<file path="src/rtl/uart_tx_arbiter_if.sv">
// -----------------------------------------------------------------------------
// uart_tx_arbiter_if
// Bundles the requester side and the transmit-FIFO write side of the
// UART transmit arbiter.
//   req/valid/last  : per-requester packet request, byte strobe, end of packet
//   data            : flattened bytes, requester i at [i*DATA_ +: DATA_]
//   ready/gnt       : per-requester accept strobe and one-hot grant
//   busy/abort      : grant active, one-cycle timeout revocation pulse
//   fifo_we/din     : write port into the transmit FIFO
//   fifo_full       : transmit FIFO cannot take a write
// Modports: slave = arbiter side, master = requesters/FIFO environment.
// -----------------------------------------------------------------------------
interface uart_tx_arbiter_if #(
   parameter int REQ_  = 4,
   parameter int DATA_ = 8
);
   logic [REQ_-1:0]       req;
   logic [REQ_-1:0]       valid;
   logic [REQ_*DATA_-1:0] data;
   logic [REQ_-1:0]       last;
   logic [REQ_-1:0]       ready;
   logic [REQ_-1:0]       gnt;
   logic                  busy;
   logic                  abort;
   logic                  fifo_we;
   logic [DATA_-1:0]      fifo_din;
   logic                  fifo_full;

   modport slave (
      input  req, valid, data, last, fifo_full,
      output ready, gnt, busy, abort, fifo_we, fifo_din
   );

   modport master (
      output req, valid, data, last, fifo_full,
      input  ready, gnt, busy, abort, fifo_we, fifo_din
   );
endinterface

</file>
<file path="src/rtl/uart_tx_arbiter.sv">
// -----------------------------------------------------------------------------
// uart_tx_arbiter
// Round-robin arbiter sharing the UART transmit FIFO write port between
// REQ_ requesters. A grant is held for a whole packet (until the beat flagged
// last is written, or until the owner drops req), so packets never interleave.
//
// Ports:
//   clk   : clock
//   rst_  : asynchronous active-low reset
//   bus   : uart_tx_arbiter_if.slave (requester handshake + FIFO write port)
//
// Optional feature: define UART_ARB_TIMEOUT_EN to revoke a grant after
// TIMEOUT_ consecutive XFER cycles with no byte offered while the FIFO has
// room; revocation pulses abort. Without the macro abort is constant 0.
//
// ready and fifo_we/fifo_din are combinational from valid/fifo_full; gnt,
// busy and abort come straight from flops.
// -----------------------------------------------------------------------------
module uart_tx_arbiter #(
   parameter int REQ_     = 4,
   parameter int DATA_    = 8,
   parameter int TIMEOUT_ = 64
) (
   input  logic              clk,
   input  logic              rst_,
   uart_tx_arbiter_if.slave  bus
);
   localparam int PTR_W = (REQ_ > 1) ? $clog2(REQ_) : 1;

   typedef enum logic {IDLE, XFER} state_t;

   if (REQ_ < 2 || TIMEOUT_ < 1) begin : g_bad_param
      $error("uart_tx_arbiter: REQ_ must be >= 2 and TIMEOUT_ >= 1");
   end

   state_t             state, state_nxt;
   logic [PTR_W-1:0]   ptr, ptr_nxt;
   logic [PTR_W-1:0]   g, g_nxt;
   logic [REQ_-1:0]    gnt_q, gnt_nxt;
   logic               busy_q;
   logic               abort_q;
   logic [REQ_-1:0]    ready_c;
   logic               beat;
   logic [DATA_-1:0]   din_g;
   logic               tmo;

   // Index after v, wrapping from REQ_-1 back to 0.
   function automatic logic [PTR_W-1:0] wrap_inc(input logic [PTR_W-1:0] v);
      if (int'(v) == REQ_ - 1) return '0;
      return v + 1'b1;
   endfunction

   // First set request scanning upward from p with wrap-around.
   function automatic logic [PTR_W-1:0] rr_pick(input logic [REQ_-1:0] r,
                                                input logic [PTR_W-1:0] p);
      logic [PTR_W-1:0] idx;
      logic [PTR_W-1:0] sel;
      logic             found;
      idx   = p;
      sel   = p;
      found = 1'b0;
      for (int k = 0; k < REQ_; k++) begin
         if (!found && r[idx]) begin
            sel   = idx;
            found = 1'b1;
         end
         idx = wrap_inc(idx);
      end
      return sel;
   endfunction

   // ---- combinational write path from the granted requester ----
   always_comb begin
      ready_c = '0;
      beat    = 1'b0;
      din_g   = bus.data[int'(g)*DATA_ +: DATA_];
      if (state == XFER) begin
         ready_c[g] = !bus.fifo_full;
         beat       = bus.valid[g] && !bus.fifo_full;
      end
   end

   assign bus.ready    = ready_c;
   assign bus.fifo_we  = beat;
   assign bus.fifo_din = din_g;
   assign bus.gnt      = gnt_q;
   assign bus.busy     = busy_q;
   assign bus.abort    = abort_q;

`ifdef UART_ARB_TIMEOUT_EN
   localparam int TCNT_W = $clog2(TIMEOUT_ + 1);
   logic [TCNT_W-1:0] tcnt, tcnt_nxt;

   // Counts consecutive starved cycles; any beat, a full FIFO, or being out
   // of XFER resets it. Hitting the limit revokes instead of storing TIMEOUT_.
   always_comb begin
      tcnt_nxt = '0;
      tmo      = 1'b0;
      if (state == XFER && !beat && !bus.fifo_full) begin
         if (int'(tcnt) == TIMEOUT_ - 1) tmo = 1'b1;
         else                            tcnt_nxt = tcnt + 1'b1;
      end
   end

   always_ff @(posedge clk or negedge rst_) begin
      if (!rst_) tcnt <= '0;
      else       tcnt <= tcnt_nxt;
   end
`else
   assign tmo = 1'b0;
`endif

   // ---- next-state / arbitration ----
   always_comb begin
      state_nxt = state;
      ptr_nxt   = ptr;
      g_nxt     = g;
      gnt_nxt   = '0;
      case (state)
         IDLE: begin
            if (|bus.req) begin
               g_nxt     = rr_pick(bus.req, ptr);
               state_nxt = XFER;
            end
         end
         XFER: begin
            // A beat offered in the same cycle as a dropped req is still written.
            if ((beat && bus.last[g]) || !bus.req[g] || tmo) begin
               state_nxt = IDLE;
               ptr_nxt   = wrap_inc(g);
            end
         end
      endcase
      if (state_nxt == XFER) gnt_nxt[g_nxt] = 1'b1;
   end

   // ---- state and registered outputs ----
   always_ff @(posedge clk or negedge rst_) begin
      if (!rst_) begin
         state   <= IDLE;
         ptr     <= '0;
         g       <= '0;
         gnt_q   <= '0;
         busy_q  <= 1'b0;
         abort_q <= 1'b0;
      end else begin
         state   <= state_nxt;
         ptr     <= ptr_nxt;
         g       <= g_nxt;
         gnt_q   <= gnt_nxt;
         busy_q  <= (state_nxt == XFER);
         abort_q <= tmo;
      end
   end
endmodule
</file>
<file path="src/flat_wrapper.sv">
// flat-port wrapper written by rule: the top's interface ports become plain ports
module uart_tx_arbiter_flat 
#(
   parameter int REQ_     = 4,
   parameter int DATA_    = 8,
   parameter int TIMEOUT_ = 64
)
  (clk, rst_, bus_req, bus_valid, bus_data, bus_last, bus_fifo_full, bus_ready, bus_gnt, bus_busy, bus_abort, bus_fifo_we, bus_fifo_din);
  uart_tx_arbiter_if #(.REQ_(REQ_), .DATA_(DATA_)) bus_i ();
  input  logic clk;
  input  logic rst_;
  input wire logic [$bits(bus_i.req)-1:0] bus_req;
  input wire logic [$bits(bus_i.valid)-1:0] bus_valid;
  input wire logic [$bits(bus_i.data)-1:0] bus_data;
  input wire logic [$bits(bus_i.last)-1:0] bus_last;
  input wire logic [$bits(bus_i.fifo_full)-1:0] bus_fifo_full;
  output wire logic [$bits(bus_i.ready)-1:0] bus_ready;
  output wire logic [$bits(bus_i.gnt)-1:0] bus_gnt;
  output wire logic [$bits(bus_i.busy)-1:0] bus_busy;
  output wire logic [$bits(bus_i.abort)-1:0] bus_abort;
  output wire logic [$bits(bus_i.fifo_we)-1:0] bus_fifo_we;
  output wire logic [$bits(bus_i.fifo_din)-1:0] bus_fifo_din;
  assign bus_i.req = bus_req;
  assign bus_i.valid = bus_valid;
  assign bus_i.data = bus_data;
  assign bus_i.last = bus_last;
  assign bus_i.fifo_full = bus_fifo_full;
  assign bus_ready = bus_i.ready;
  assign bus_gnt = bus_i.gnt;
  assign bus_busy = bus_i.busy;
  assign bus_abort = bus_i.abort;
  assign bus_fifo_we = bus_i.fifo_we;
  assign bus_fifo_din = bus_i.fifo_din;
  uart_tx_arbiter #(.REQ_(REQ_), .DATA_(DATA_), .TIMEOUT_(TIMEOUT_)) u_core (.clk(clk), .rst_(rst_), .bus(bus_i));
endmodule
</file>
<file path="config.mk">
export PLATFORM = sky130hd
export DESIGN_NAME = uart_tx_arbiter_flat
export DESIGN_NICKNAME = d
export VERILOG_FILES = /design/src/rtl/uart_tx_arbiter_if.sv /design/src/rtl/uart_tx_arbiter.sv /design/src/flat_wrapper.sv
export SDC_FILE = /design/constraint.sdc
export NUM_CORES = 1
export LEC_CHECK = 0
export ABC_AREA = 1
export CORE_ASPECT_RATIO = 1.5
export CORE_MARGIN = 4
export CORE_UTILIZATION = 38
export CTS_CLUSTER_DIAMETER = 120
export DETAILED_ROUTE_END_ITERATION = 8
export PLACE_DENSITY = 0.79
export REMOVE_ABC_BUFFERS = 1
export SLEW_MARGIN = 20
export SYNTH_ARGS = -nofsm -noshare
export SYNTH_HDL_FRONTEND = slang
export SYNTH_SLANG_ARGS = --single-unit
</file>
<file path="constraint.sdc">
create_clock -name clk -period 2.47 [get_ports clk]
set_clock_uncertainty 0.2 [all_clocks]
set_input_delay 0.3705 -clock clk [delete_from_list [all_inputs] [get_ports clk]]
set_output_delay 0.3705 -clock clk [all_outputs]
set_load 0.005 [all_outputs]
</file>
==> metrics.sh, run 1 <==
CTS.ROOT.BUFFER_CELL='sky130_fd_sc_hd__clkbuf_8'
FRACTION_OF_LAYOUT_INSTANCES_USING_A_DRIVE_STRENGTH_ABOVE_1_PCT=12.50
MOST_FREQUENT_CELL_ON_THE_CRITICAL_PATH='sky130_fd_sc_hd__nor2_1'
DP.FINAL_HPWL_MM=2.684
SYN_TO_FINAL_GROWTH_PCT=67.27
CAP_VIOL_MAX_COUNT=0
INITIAL_ANTENNA_VIOLATION_COUNT=0
CLKSLEWWORSTSETUPHOLDPATHS_NS=0.04
CELL_CHAIN_CRITICAL_PATH='buf_12 -> nor2_1 -> nor2_1 -> o21ai_0 -> a21oi_1 -> clkdlybuf4s50_1'
CTS_NUM_SINKS=9
CP.DEPTH=6
HOLDBUFCOUNTCTS=0
WIRE_PER_INST_UM=11.40
CTS_BUFFERS=3
FILL_CELLS=244
INITIAL_UTILIZATION_PCT=40.27
LAUNCH_INSTANCE_OF_THE_WORST_REGISTER_TO_REGISTER_PATH='u_core.ptr[1]$_DFFE_PN0P_'
CRITICAL_PATH_CLASS='reg -> out'
CRITPATHMAXFANOUT=20
YS_SEQ_AREA_SHARE_PCT=20.45
END_KIND='output port'
PLACER_CONGESTION_ESTIMATE=0.7614
DIE_W_UM=51.95
GRT_SETUP_UNREPAIRED='no'
FINALSETUPVIOLCOUNT=0
NETLIST_INSTANCES=183
CRIT-REG2REG-CAPTURE='u_core.bus.gnt[2]$_DFF_PN0_'
TIMING.FMAX_MHz=425.4
FINALHOLDVIOLCOUNT=0
PORTBUFFERS=64
MAX_RAIL_DROP_VDD_uV=841.0
GRTUSAGETOTAL_PCT=16.97
WORSTSETUPSTARTPOINTTYPE='register'
POWER-PER-CELL-AREA_nW_PER_UM2=1207
FF2FF_SETUP_SLACK_NS=0.43
ROUTED_VIA_DENSITY=4.754
FINISH.NET_COUNT=301
POST-ROUTE-DRC-COUNT=0
GRT_PASS1_VIAS=1270
NUM_VIAS=1355
ITERATION_0_DRC_COUNT_OF_THE_DETAILED_ROUTER=26
FINALCRITPERIODSHARE_PCT=95.18
CLOCK_TREE_FROM_TRITONCTS='done'
POSTSYNTHREGISTERBITS=9
LEAKAGE_nW=0.8402
TIMING.FINAL.CRIT_PERIOD_NS=2.351
MAPPEDNETLISTAREA_SQ_UM=1101
SYNTH_AREA_PER_CELL_SQ_UM=6.017
WORST-ENDPOINT-REQUIRED_NS=1.90
CRIT_FAMILY='buffers and inverters'
YOSYSTOPAREACELLSHARE_PCT=20.45
HP-CLASS='in -> async'
SYNTH_LARGEST_AREA_CELL='sky130_fd_sc_hd__dfrtp_1'
R2R.WORST_PATH.CELLS=11
WORST_PATH_LARGEST_CELL_DELAY_NS=0.52
CORE_SQ_UM=2734
CRIT_SLOWEST_CELL='sky130_fd_sc_hd__clkdlybuf4s50_1'
REGAREA_SQ_UM=226.5
TOTALNEGATIVESETUPSLACK_NS=0
MULTI_INPUT_AREA_SQ_UM=737.0
YOSYSWARNINGS=0
TIMING.CRITICAL_PATH.BUF_INV=2
FIRSTDRTPASSITERS=4
FINAL_ANTENNA_NET_COUNT=0
CP.ARRIVAL_NS=1.78
DIE-AREA_SQ_UM=3840
POSTROUTEWIRELENGTH_MM=3.250
STATUS='finished clean'
FINALMAXSLEWVIOLATIONS=0
DIODES=0
GLOBAL_ROUTE.OVERFLOW_TOTAL=0
FINAL_CORE_UTIL_PCT=67.37
FP.DIEH_UM=73.93
NUM_ROWS=23
GRT_PASS1_WL_MM=5.037
GRT_MAX_DEGREE=25
TOP_CELLS_BY_AREA_IN_THE_SYNTHESIZED_NETLIST='sky130_fd_sc_hd__dfrtp_1 (20%), sky130_fd_sc_hd__nor2_1 (12%), sky130_fd_sc_hd__nand2_1 (12%)'
IOPINCOUNT=66
CTS-HTREE-LEVELS=1
CELL_VARIETY_AFTER_SYNTH=27
CLOCK_PATH_BUFFERS=2
WORSTSKEWPAIRLATENCY_NS=0.23
[cell usage in the layout, fill, tap and decap left out, types with 2 or more instances in the layout]
cell | netlist | layout
sky130_fd_sc_hd__nand2_1 | 34 | 34
sky130_fd_sc_hd__inv_1 | 14 | 14
sky130_fd_sc_hd__buf_4 | 1 | 4
sky130_fd_sc_hd__nand2_2 | 10 | 10
sky130_fd_sc_hd__dfrtp_1 | 9 | 8
sky130_fd_sc_hd__o21ai_2 | 2 | 2
sky130_fd_sc_hd__clkbuf_8 | 0 | 3
sky130_fd_sc_hd__o22ai_1 | 8 | 8
sky130_fd_sc_hd__a21oi_1 | 5 | 5
sky130_fd_sc_hd__nor2_1 | 36 | 36
sky130_fd_sc_hd__nand3_1 | 16 | 16
sky130_fd_sc_hd__clkdlybuf4s50_1 | 0 | 64
sky130_fd_sc_hd__inv_2 | 3 | 3
sky130_fd_sc_hd__o21ai_0 | 20 | 20
sky130_fd_sc_hd__buf_12 | 0 | 2
sky130_fd_sc_hd__inv_4 | 2 | 2
sky130_fd_sc_hd__ha_1 | 5 | 5
[what timing repair did]
action,CTS,global route
buffers inserted,0,1
endpoints found under the setup margin,1,1
resized for setup,1,0
[worst max-delay path by stage]
stage / to / slack (ns) / start
detailed placement: bus_fifo_we / 0.18 / bus_valid[0]
floorplan: u_core.bus.gnt[2]$_DFF_PN0_ / 0.45 / u_core.ptr[0]$_DFFE_PN0P_
CTS: bus_fifo_we / 0.09 / u_core.g[0]$_DFF_PN0_
global route: bus_fifo_we / 0.003 / u_core.g[0]$_DFF_PN0_
finish: bus_fifo_we / 0.12 / u_core.g[0]$_DFF_PN0_
global placement: bus_fifo_we / 0.20 / bus_valid[0]
[Yosys cell counts]
| cell | n |
|---|---|
| sky130_fd_sc_hd__nand2_1 | 34 |
| sky130_fd_sc_hd__buf_6 | 3 |
| sky130_fd_sc_hd__inv_1 | 14 |
| sky130_fd_sc_hd__nor2_1 | 36 |
| sky130_fd_sc_hd__nand3_2 | 1 |
| sky130_fd_sc_hd__nor2_2 | 1 |
| sky130_fd_sc_hd__nand2_4 | 1 |
| sky130_fd_sc_hd__clkbuf_1 | 3 |
| sky130_fd_sc_hd__inv_2 | 3 |
| sky130_fd_sc_hd__nor4_1 | 1 |
| sky130_fd_sc_hd__nor2_4 | 1 |
| sky130_fd_sc_hd__o22ai_1 | 8 |
| sky130_fd_sc_hd__buf_2 | 2 |
| sky130_fd_sc_hd__buf_4 | 1 |
| sky130_fd_sc_hd__ha_1 | 5 |
| sky130_fd_sc_hd__o21ai_0 | 20 |
| sky130_fd_sc_hd__conb_1 | 1 |
| sky130_fd_sc_hd__o31ai_1 | 1 |
| sky130_fd_sc_hd__dfrtp_1 | 9 |
| sky130_fd_sc_hd__nand2_2 | 10 |
| sky130_fd_sc_hd__nand3b_1 | 1 |
| sky130_fd_sc_hd__o21ai_1 | 1 |
| sky130_fd_sc_hd__inv_4 | 2 |
| sky130_fd_sc_hd__nand3_1 | 16 |
| sky130_fd_sc_hd__a22oi_1 | 1 |
| sky130_fd_sc_hd__o21ai_2 | 2 |
| sky130_fd_sc_hd__a21oi_1 | 5 |
[metrics by stage]
step                      cells  setup WS, ns  hold WS (ns)  total power (W)  area, sq um
after floorplan             174        0.4502       -0.1251         0.001349         1039
after global placement      280        0.2025        0.4298         0.002036         1788
after detailed placement    280        0.1753        0.4321         0.002059         1788
after CTS                   284       0.08978        0.2402         0.002234         1834
after global routing        285      0.003082        0.2633         0.002456         1842
final                       285        0.1191        0.2344         0.002223         1842
[state kept, by name (all words and copies together) (netlist names)]
signal          flops
u_core.bus.gnt      4
u_core.state        1
u_core.g            2
u_core.ptr          2
[power by group]
group	switching, W	total, W	internal [W]
sequential	0.0000530	0.000267	0.000214
clock	0.0000550	0.000167	0.000112
combinational	0.000983	0.00179	0.000806
[layout make-up]
class                      count  area share, %
multi-input combinational    146          40.01
timing repair buffer          70          38.59
sequential                     9          12.30
inverter                      19          4.144
tap                           37          2.514
clock buffer                   4          2.446
[cell families after synthesis]
logic type	Yosys count	share of synthesized area [%]
buffers and inverters	28	12.61
other	1	0.3406
adder cells (fa/ha/maj)	5	5.682
AND/OR/NAND/NOR	102	41.59
AO/OA/AOI/OAI	38	19.32
flip-flops	9	20.45
[metal layers]
layer / share of wire [%] / track usage, % / vias to the layer above / wire (um)
li1: - / - / 720 / -
met2: 55 / 34.13 / 43 / 1793
met3: 6.8 / 4.462 / 2 / 220
met5: 0 / 0 / - / 0
met4: 0.52 / 3.499 / 0 / 17
met1: 37 / 16.65 / 590 / 1217
Power figures use the tool's default switching activity.
==> inputs of run 2 (changes only) <==
CORE_ASPECT_RATIO = 1.2   (was 1.5)
==> metrics.sh, run 2 (synthesis gave the netlist of run 1 again) <==
CAP_VIOL_MAX_COUNT=0  # unchanged
WORSTSETUPSTARTPOINTTYPE='register'  # unchanged
PLACED_AREA_SQ_UM=1744  # was 1788 sq um
CTS_NUM_SINKS=9  # unchanged
FLIP_FLOP_COUNT_OF_THE_LARGEST_REGISTER_ALL_COPIES_AND_WORDS_ADDED=4  # unchanged
ROUTED_VIA_DENSITY=4.880  # was 4.754
CELL_COUNT_POST_PLACEMENT=275  # was 280
INITIAL_UTILIZATION_PCT=39.53  # was 40.27%
ITERATION_0_DRC_COUNT_OF_THE_DETAILED_ROUTER=25  # was 26
SYN_TO_FINAL_GROWTH_PCT=65.00  # was 67.27%
GLOBAL_ROUTE.OVERFLOW_TOTAL=0  # unchanged
HP-CLASS='in -> async'  # unchanged
CTS_BUFFERS=3  # unchanged
FINALCRITPERIODSHARE_PCT=96.13  # was 95.18%
DIE-AREA_SQ_UM=3826  # was 3840 sq um
FINALSETUPVIOLCOUNT=0  # unchanged
MET1_LENGTH_MM=1.279  # was 1.217 mm
NUM_ROWS=21  # was 23
FINAL_COMMON_CELL='sky130_fd_sc_hd__clkdlybuf4s50_1'  # unchanged
HOLDBUFCOUNTCTS=0  # unchanged
GRTUSAGETOTAL_PCT=18.23  # was 16.97%
PLACER_CONGESTION_ESTIMATE=0.7838  # was 0.7614
CORE_SQ_UM=2785  # was 2734 sq um
FINALHOLDVIOLCOUNT=0  # unchanged
FINALINSTANCEAREA_SQ_UM=1817  # was 1842 sq um
DIE_W_UM=57.14  # was 51.95 um
LAYOUT_COMMON_CELLS='sky130_fd_sc_hd__clkdlybuf4s50_1 (64), sky130_fd_sc_hd__nor2_1 (36), sky130_fd_sc_hd__nand2_1 (34)'  # unchanged
FINISH.NET_COUNT=303  # was 301
STATUS='finished clean'  # unchanged
FIN_TOTAL_PWR_W=0.002155  # was 0.002223 W
CTS-HTREE-LEVELS=1  # unchanged
LEAKAGE_nW=0.8297  # was 0.8402 nW
CTS.ROOT.BUFFER_CELL='sky130_fd_sc_hd__clkbuf_4'  # was sky130_fd_sc_hd__clkbuf_8
TIMING.FMAX_MHz=421.2  # was 425.4 MHz
MULTI_INPUT_AREA_SQ_UM=737.0  # unchanged
PORTBUFFERS=64  # unchanged
CRITICAL_PATH_CLASS='reg -> out'  # unchanged
TIMING.FINAL.CRIT_PERIOD_NS=2.374  # was 2.351 ns
WORSTSKEWPAIRLATENCY_NS=0.26  # was 0.23 ns
END_KIND='output port'  # unchanged
CLOCK_PATH_BUFFERS=2  # unchanged
MET2WIRELENGTH_MM=1.697  # was 1.793 mm
FRACTION_OF_LAYOUT_INSTANCES_USING_A_DRIVE_STRENGTH_ABOVE_1_PCT=13.60  # was 12.50%
HIGHEST_LAYER='met4'  # unchanged
FP.DIEH_UM=66.97  # was 73.93 um
FINALMAXSLEWVIOLATIONS=0  # unchanged
REGAREA_SQ_UM=226.5  # unchanged
ROUTED_MET3_LENGTH_UM=360  # was 220 um
POSTROUTEWIRELENGTH_MM=3.355  # was 3.250 mm
CP.ARRIVAL_NS=1.80  # was 1.78 ns
CLKSLEWWORSTSETUPHOLDPATHS_NS=0.06  # was 0.04 ns
DIODES=0  # unchanged
DP.FINAL_HPWL_MM=2.661  # was 2.684 mm
POWER-PER-CELL-AREA_nW_PER_UM2=1186  # was 1207 nW/um^2
NUM_VIAS=1386  # was 1355
CRITPATHMAXFANOUT=24  # was 20
FILL_CELLS=256  # was 244
FINAL_ANTENNA_NET_COUNT=0  # unchanged
CLOCK_TREE_FROM_TRITONCTS='done'  # unchanged
POST-ROUTE-DRC-COUNT=0  # unchanged
IOPINCOUNT=66  # unchanged
GRT_MAX_DEGREE=25  # unchanged
WHS_NS=0.2025  # was 0.2344 ns
FIRSTDRTPASSITERS=4  # unchanged
LAYOUTNONFILLERINSTCOUNT=284  # was 285
MAX_RAIL_DROP_VDD_uV=702.9  # was 841.0 uV
INITIAL_ANTENNA_VIOLATION_COUNT=0  # unchanged
WORST-ENDPOINT-REQUIRED_NS=1.90  # about the same
GRT_PASS1_WL_MM=5.533  # was 5.037 mm
GRT_PASS1_VIAS=1351  # was 1270
WIRE_PER_INST_UM=11.81  # was 11.40 um
==> run 2: worst paths after layout <==
check | from | to | slack [ns] | depth (start not counted)
min in group clk | u_core.ptr[1]$_DFFE_PN0P_ | u_core.ptr[1]$_DFFE_PN0P_ | 0.41 | 2
hold reg to reg | u_core.ptr[1]$_DFFE_PN0P_ | u_core.ptr[1]$_DFFE_PN0P_ | 0.41 | 2
setup / recovery | u_core.g[0]$_DFF_PN0_ | bus_ready[2] | 0.1 | 5
setup reg to reg | u_core.ptr[1]$_DFFE_PN0P_ | u_core.bus.gnt[2]$_DFF_PN0_ | 0.35 | 11
max in group asynchronous | rst_ | u_core.g[0]$_DFF_PN0_ | 1.56 | 1
hold / removal | rst_ | u_core.bus.gnt[2]$_DFF_PN0_ | 0.20 | 1
==> run 2: worst max-delay path: stages (launching register included) <==
cell and delay (ns):
sky130_fd_sc_hd__dfrtp_2 0.48, sky130_fd_sc_hd__inv_4 0.21, sky130_fd_sc_hd__ha_1 0.18, sky130_fd_sc_hd__inv_1 0.04
sky130_fd_sc_hd__nor2_1 0.12, sky130_fd_sc_hd__clkdlybuf4s50_1 0.52
==> run 2: through the flow <==
step / utilization [%] / TNS (ns) / setup WS [ns]
2_1_floorplan: - / 0 / 0.4502
3_3_place_gp: 62.62 / 0 / 0.1649
3_5_place_dp: 62.62 / 0 / 0.1572
4_1_cts: 63.61 / 0 / 0.02206
5_1_grt: 65.23 / -0.02111 / -0.01504
6_report: 65.23 / 0 / 0.09559
==> run 2: final cells by class <==
type | count | share of cell area (%)
clock buffers | 4 | 1.446
multi-input cells | 146 | 40.56
flip-flops and latches | 9 | 12.47
repair buffers | 72 | 38.77
inverters | 19 | 4.408
well taps | 34 | 2.342
==> run 2: repair_timing <==
| item | in CTS | in global routing |
|---|---|---|
| buffers inserted | 0 | 5 |
| gates resized for setup | 1 | 2 |
| pin swaps | 0 | 0 |
| setup endpoints to repair | 11 | 12 |
==> run 2: where the power goes <==
group          total [W]  internal, W  leakage (nW)  switching (W)
Combinational    0.00177     0.000788         0.704       0.000982
Sequential      0.000275     0.000214         0.111      0.0000613
Clock           0.000110    0.0000621        0.0150      0.0000481
==> run 2: routing by layer <==
| metal | track usage, % | up-vias |
|---|---|---|
| li1 | - | 731 |
| met4 | 6.087 | 0 |
| met3 | 7.558 | 2 |
| met5 | 0 | - |
| met1 | 17.31 | 602 |
| met2 | 34.86 | 51 |
==> inputs of run 3 (changes only) <==
TNS_END_PERCENT = 100   (was default)
==> results of run 3 <==
Same layout as run 2: the final DEF is identical, and so are final timing and power.
